**src/rtl/vx_axi_write_decoupler.sv**
```systemverilog
// Splits a combined single-beat write request into independent AXI AW and W
// handshakes, tracks outstanding writes, and passes B responses straight through.
module vx_axi_write_decoupler #(
  parameter int unsigned AXI_DATA_WIDTH = 512,
  parameter int unsigned AXI_ADDR_WIDTH = 32,
  parameter int unsigned AXI_TID_WIDTH  = 8,
  parameter int unsigned MAX_PENDING    = 16
) (
  input  logic                                 clk,
  input  logic                                 reset,
  input  logic                                 req_valid,
  output logic                                 req_ready,
  input  logic [AXI_ADDR_WIDTH-1:0]            req_addr,
  input  logic [AXI_TID_WIDTH-1:0]             req_id,
  input  logic [AXI_DATA_WIDTH-1:0]            req_data,
  input  logic [AXI_DATA_WIDTH/8-1:0]          req_strb,
  output logic                                 m_axi_awvalid,
  input  logic                                 m_axi_awready,
  output logic [AXI_ADDR_WIDTH-1:0]            m_axi_awaddr,
  output logic [AXI_TID_WIDTH-1:0]             m_axi_awid,
  output logic [7:0]                           m_axi_awlen,
  output logic [2:0]                           m_axi_awsize,
  output logic [1:0]                           m_axi_awburst,
  output logic                                 m_axi_wvalid,
  input  logic                                 m_axi_wready,
  output logic [AXI_DATA_WIDTH-1:0]            m_axi_wdata,
  output logic [AXI_DATA_WIDTH/8-1:0]          m_axi_wstrb,
  output logic                                 m_axi_wlast,
  input  logic                                 m_axi_bvalid,
  output logic                                 m_axi_bready,
  input  logic [AXI_TID_WIDTH-1:0]             m_axi_bid,
  input  logic [1:0]                           m_axi_bresp,
  output logic                                 rsp_valid,
  input  logic                                 rsp_ready,
  output logic [AXI_TID_WIDTH-1:0]             rsp_id,
  output logic [1:0]                           rsp_resp,
  output logic [$clog2(MAX_PENDING+1)-1:0]     pending_count
);

  localparam int unsigned CNT_W = $clog2(MAX_PENDING + 1);

  logic aw_done;
  logic w_done;
  logic start_ok;
  logic aw_fire;
  logic w_fire;
  logic req_fire;
  logic b_fire;

  // A request already in progress may always finish; only fresh starts are throttled.
  assign start_ok = ~reset & (aw_done | w_done | (pending_count < CNT_W'(MAX_PENDING)));

  assign m_axi_awvalid = req_valid & ~aw_done & start_ok;
  assign m_axi_wvalid  = req_valid & ~w_done & start_ok;
  assign req_ready     = start_ok & (aw_done | m_axi_awready) & (w_done | m_axi_wready);

  assign aw_fire  = m_axi_awvalid & m_axi_awready;
  assign w_fire   = m_axi_wvalid & m_axi_wready;
  assign req_fire = req_valid & req_ready;
  assign b_fire   = m_axi_bvalid & m_axi_bready;

  assign m_axi_awaddr  = req_addr;
  assign m_axi_awid    = req_id;
  assign m_axi_awlen   = 8'd0;
  assign m_axi_awsize  = 3'($clog2(AXI_DATA_WIDTH / 8));
  assign m_axi_awburst = 2'b01;
  assign m_axi_wdata   = req_data;
  assign m_axi_wstrb   = req_strb;
  assign m_axi_wlast   = 1'b1;

  assign rsp_valid    = m_axi_bvalid;
  assign m_axi_bready = rsp_ready;
  assign rsp_id       = m_axi_bid;
  assign rsp_resp     = m_axi_bresp;

  // Channel-done flags and outstanding-write counter.
  always_ff @(posedge clk) begin
    if (reset) begin
      aw_done       <= 1'b0;
      w_done        <= 1'b0;
      pending_count <= '0;
    end else begin
      if (req_fire) begin
        aw_done <= 1'b0;
        w_done  <= 1'b0;
      end else begin
        if (aw_fire) aw_done <= 1'b1;
        if (w_fire)  w_done  <= 1'b1;
      end
      if (req_fire && !b_fire) begin
        pending_count <= pending_count + CNT_W'(1);
      end else if (b_fire && !req_fire && (pending_count != '0)) begin
        pending_count <= pending_count - CNT_W'(1);
      end
    end
  end

  // A B response with nothing outstanding indicates a protocol error downstream.
  assert property (@(posedge clk) disable iff (reset) b_fire |-> (pending_count != '0));

endmodule

```
**config.mk**
```make
export PLATFORM = sky130hd
export DESIGN_NAME = vx_axi_write_decoupler
export DESIGN_NICKNAME = d
export VERILOG_FILES = /design/src/rtl/vx_axi_write_decoupler.sv
export SDC_FILE = /design/constraint.sdc
export NUM_CORES = 1
export LEC_CHECK = 0
export ABC_AREA = 1
export CAP_MARGIN = 20
export CORE_AREA = 4 4 498 500
export DETAILED_ROUTE_END_ITERATION = 16
export DIE_AREA = 0 0 502 504
export DONT_BUFFER_PORTS = 1
export SLEW_MARGIN = 40
export SYNTH_ARGS = -nofsm -noshare
export SYNTH_HDL_FRONTEND = slang
export SYNTH_SLANG_ARGS = --single-unit
```
**constraint.sdc**
```tcl
create_clock -name clk -period 2.3 [get_ports clk]
set_input_delay 0.69 -clock clk [delete_from_list [all_inputs] [get_ports clk]]
set_output_delay 0.69 -clock clk [all_outputs]
set_load 0.05 [all_outputs]
```
* Yosys cells after proc, flatten, opt, wreduce, memory -nomap -nowiden
Index checks and enable logic that the tools add are counted.
Storage, ports and cells: flip-flop bits (word level) 7
Operators by class: magnitude comparators 1, muxes and demuxes 2, bitwise operators 18, add/subtract/negate cells 2, reductions and logical operators 8
Operators with widths (count):
- 1-bit AND | 11
- 5-bit 2-to-1 mux | 2
- 5-bit by 1-bit adder with 5-bit output, second input constant | 1
- 5-bit less-than comparator, second input constant | 1
- 5-bit nonzero test | 1
- 5-bit by 1-bit subtractor with 5-bit output, second input constant | 1
- 1-bit bitwise OR | 4
- 1-bit logical AND | 3
- 1-bit inverter | 3
- 1-bit zero test | 2
- 2-bit nonzero test | 1
- 2-bit OR reduction | 1

* Longest topological paths before layout
depth after elaboration 11, depth in mapped cells 13, depth with buffers taken out 13

* Worst setup path after synthesis
OpenSTA, ideal clock, no wires.
path kind input to output, start point input port reset, end point output port m_axi_wvalid, arrival 1.586 ns, data required time 1.610 ns, setup slack 0.024 ns, stages 3, buffers on the path 0, cell sequence a21oi_4 -> nand2_1 -> nor2_1
Between the ends: longest elaborated chain between the ends 3
Ends and longest elaborated chain:
- start, declared | RTL line 10 | input logic reset,
- 1-bit inverter | RTL line 51 | assign start_ok = ~reset & (aw_done | w_done | (pending_count < CNT_W'(MAX_PENDING)));
- 1-bit AND | RTL line 51
- 1-bit AND | RTL line 54 | assign m_axi_wvalid = req_valid & ~w_done & start_ok;
- end, declared | RTL line 24 | output logic m_axi_wvalid,
No other way between the ends.

* Worst setup path after layout
start point register w_done, end point output port m_axi_awvalid
Between the ends: longest elaborated chain between the ends 4
Ends and longest elaborated chain:
- start, declared | RTL line 43 | logic w_done;
- start signal, assigned | RTL line 80 | w_done <= 1'b0;
- start signal, assigned | RTL line 85 | w_done <= 1'b0;
- start signal, assigned | RTL line 88 | if (w_fire) w_done <= 1'b1;
- 1-bit bitwise OR (2 in a row) | RTL line 51
- 1-bit AND | RTL line 51
- 1-bit AND | RTL line 53 | assign m_axi_awvalid = req_valid & ~aw_done & start_ok;
- end, declared | RTL line 17 | output logic m_axi_awvalid,
No other way between the ends.

==> metrics.md <==
| Metric | Value |
|---|---|
| Reg area | 141.4 µm² |
| CP required | 1610 ps |
| Largest net degree at the start of global routing | 9 |
| Final Worst Setup Slack | 178.6 ps |
| Peak VDD IR | between 0.00015 and 0.0002 V |
| Critical R2R Capture | pending_count[4] |
| Clock sinks | 7 |
| Worst reg-to-reg path cell count | 10 |
| Post-DP HPWL | between 200,000 and 250,000 µm |
| Antenna violations before repair | 2 |
| PwrDens | 188.8 mW/mm² |
| Final #Nets | 742 |
| Mapped Cells | 717 |
| Final GP Congestion | 0.8606 |
| HP Class | reg2reg |
| RSZ-0062 raised after global routing | no |
| Global-route wire length before repair | ~230,000 µm |
| Total power | 909.5 µW |
| #FFs+latches synth | 7 |
| Max-slew violation count | 0 |
| IO Pins | 1,283 |
| Tot GR Track Use | 16.64% |
| Post-synth cell types | 21 |
| Via count | approximately 2,500 |
| Minimum clock period | 2121 ps |
| Pre-Repair DR Iteration Count | 4 |
| Cell leakage power | around 0.42 nW |
| Final setup fails | 0 |
| Max Cap Viol | 0 |
| Top achievable clock speed | 0.4714 GHz |
| Layout area overhead | -9.960% |
| Die width | 502 µm |
| CP max stage cell | dfxtp_1 |
| Most common cell after layout, fill and taps aside | nand2_1 |
| Number of port buffers | 0 |
| CP Class | reg2out |
| Worst r2r src | w_done |
| Cell family with most CP delay | flip-flops |
| Crit path cell chain | nor2_2 > a21oi_4 > nand2_1 > inv_1 > nand2_1 > inv_1 > buf_12 |
| Worst-Skew Late Latency | 240 ps |
| Post-synthesis cell area | 0.005351 mm² |
| Post-synthesis sequential area ratio | 2.619% |
| Vias in the first global route | 2,093 |
| Core area | 0.2430 mm² |
| Clock Root Buffer | clkbuf_16 |
| DR iter-0 viols | 102 |
| H-tree depth | 1 |
| Syn. warnings | 0 |
| Die area | 0.2530 mm² |
| Routed wire per std cell | 66.33 µm |
| Clock Skew | 2.646 ps |
| Worst Path Buf+Inv | 3 |
| Post-CTS Setup Bufs | 0 |
| Worst setup EP type | primary output |
| CP Max Fanout | 5 |
| Area occupied by multi-input gates | roughly 400 µm² |
| Final WL | 219,400 µm |
| CP startpoint | w_done |
| Most frequent cells in the layout | 15 x nand2_1, 14 x conb_1, 11 x inv_1 |
| Clock tree buffer depth | 2 |
| Fin crit share | 92.24% |
| Grt ovf | 0 |
| CTS buffer count | 3 |
| CP Launch Type | register |
| Post-CTS resize count | 0 |
| Register-to-Register Setup Slack | roughly 320 ps |
| Endpoints failing hold | 0 |
| Die height | 504 µm |
| Vias/cell | 0.7472 |
| Hold Path Stages | 2 |
| Starting Density | 2.202% |
| Avg Inst Size Synth | 7.464 µm² |
| Delay of the slowest critical-path stage | 410 ps |
| CTS tree | done |
| Status | completed |
| Reg clk slew, reported paths | around 40 ps |
| Post-placement setup slack | 30.24 ps |
| CTS Hold Bufs | 0 |
| Residual DRC count | 0 |
| Row count | about 180 |
| Crit path arrival time | 1430 ps |
| Layout cells sized above 1 | about a quarter |
| Routed Antenna Nets | 0 |
| Fillers | just under 30,000 |
| Worst Setup EP | m_axi_awvalid |
| Stages on the worst setup path | 7 |
==> cell families (layout without fill, tap and decap cells) <==
logic type	count (synthesis)	in the layout	synth area share, %
compound gates	14	14	1.567
xor+xnor	2	2	0.3274
fa+ha+maj	4	4	1.076
buf+inv	653	28	90.83
flops	7	7	2.619
other cells	2	15	0.1403
simple gates	35	35	3.437
==> registers in the layout, summed over array words and instances, names as in the netlist <==
| signal | count |
|---|---|
| w_done | 1 |
| pending_count | 5 |
| aw_done | 1 |
==> per-stage QoR <==
stage | util [%] | std cells | setup TNS (ps) | hold slack (ps) | instance area, µm²
3_3_place_gp | 1.949 | 3302 | -13.22 | 532.4 | 4737
2_1_floorplan | - | 729 | 0 | 493.3 | 5396
6_report | 1.983 | 3307 | 0 | 550.7 | 4818
3_5_place_dp | 1.949 | 3302 | 0 | 527.5 | 4737
5_1_grt | 1.983 | 3307 | 0 | 574.2 | 4818
4_1_cts | 1.982 | 3306 | 0 | 536.8 | 4816
==> area by class of cell <==
cell class | instances | area share, %
Clock buffer | 4 | 1.636
Inverter | 11 | 0.8569
Sequential cell | 7 | 2.934
Multi-Input combinational cell | 69 | 8.310
Timing Repair Buffer | 13 | 3.064
Antenna cell | 1 | 0.05193
Tap cell | 3202 | 83.15
==> per-layer routing <==
layer,wire length (µm),track usage (%),up-vias
met1,3339,0.6182,412
li1,-,-,287
met3,116100,41.43,263
met4,9247,5.925,4
met5,610,1.656,-
met2,90090,24.44,1505
==> report_power, final <==
part           leakage [nW]  total (mW)  switching (mW)  internal, mW
clock network        0.0382       0.305          0.0736         0.231
logic                 0.328       0.441           0.322         0.119
registers            0.0578       0.164          0.0245         0.139
total                 0.424       0.909           0.420         0.489
==> cell usage after synthesis (all sizes together) <==
cell type | n | area share, %
nand3 | 4 | 0.47
ha | 3 | 0.70
fa | 1 | 0.37
a211oi | 1 | 0.14
o21ai | 5 | 0.47
nand4 | 2 | 0.51
nor2 | 12 | 1.1
buf | 642 | 90
xnor2 | 2 | 0.33
inv | 11 | 0.77
nand2 | 17 | 1.4
conb | 2 | 0.14
a21oi | 8 | 0.96
dfxtp | 7 | 2.6
==> worst register-to-register path, stage by stage (launching register included) <==
cell and delay, ps:
dfxtp_1 410, nor2_1 110, nor2_4 140, nand4_4 150, fa_1 440, a21oi_1 230, inv_1 70, nand2_1 80
nand3_2 80, nor2_1 110, nor2_2 50
==> worst min path at each step <==
stage               endpoint  slack (ps)  startpoint
floorplan            aw_done         490     aw_done
global placement     aw_done         530     aw_done
detailed placement   aw_done         530     aw_done
CTS                  aw_done         540     aw_done
global route         aw_done         570     aw_done
finish               aw_done         550     aw_done
Power figures use the tool's default switching activity.
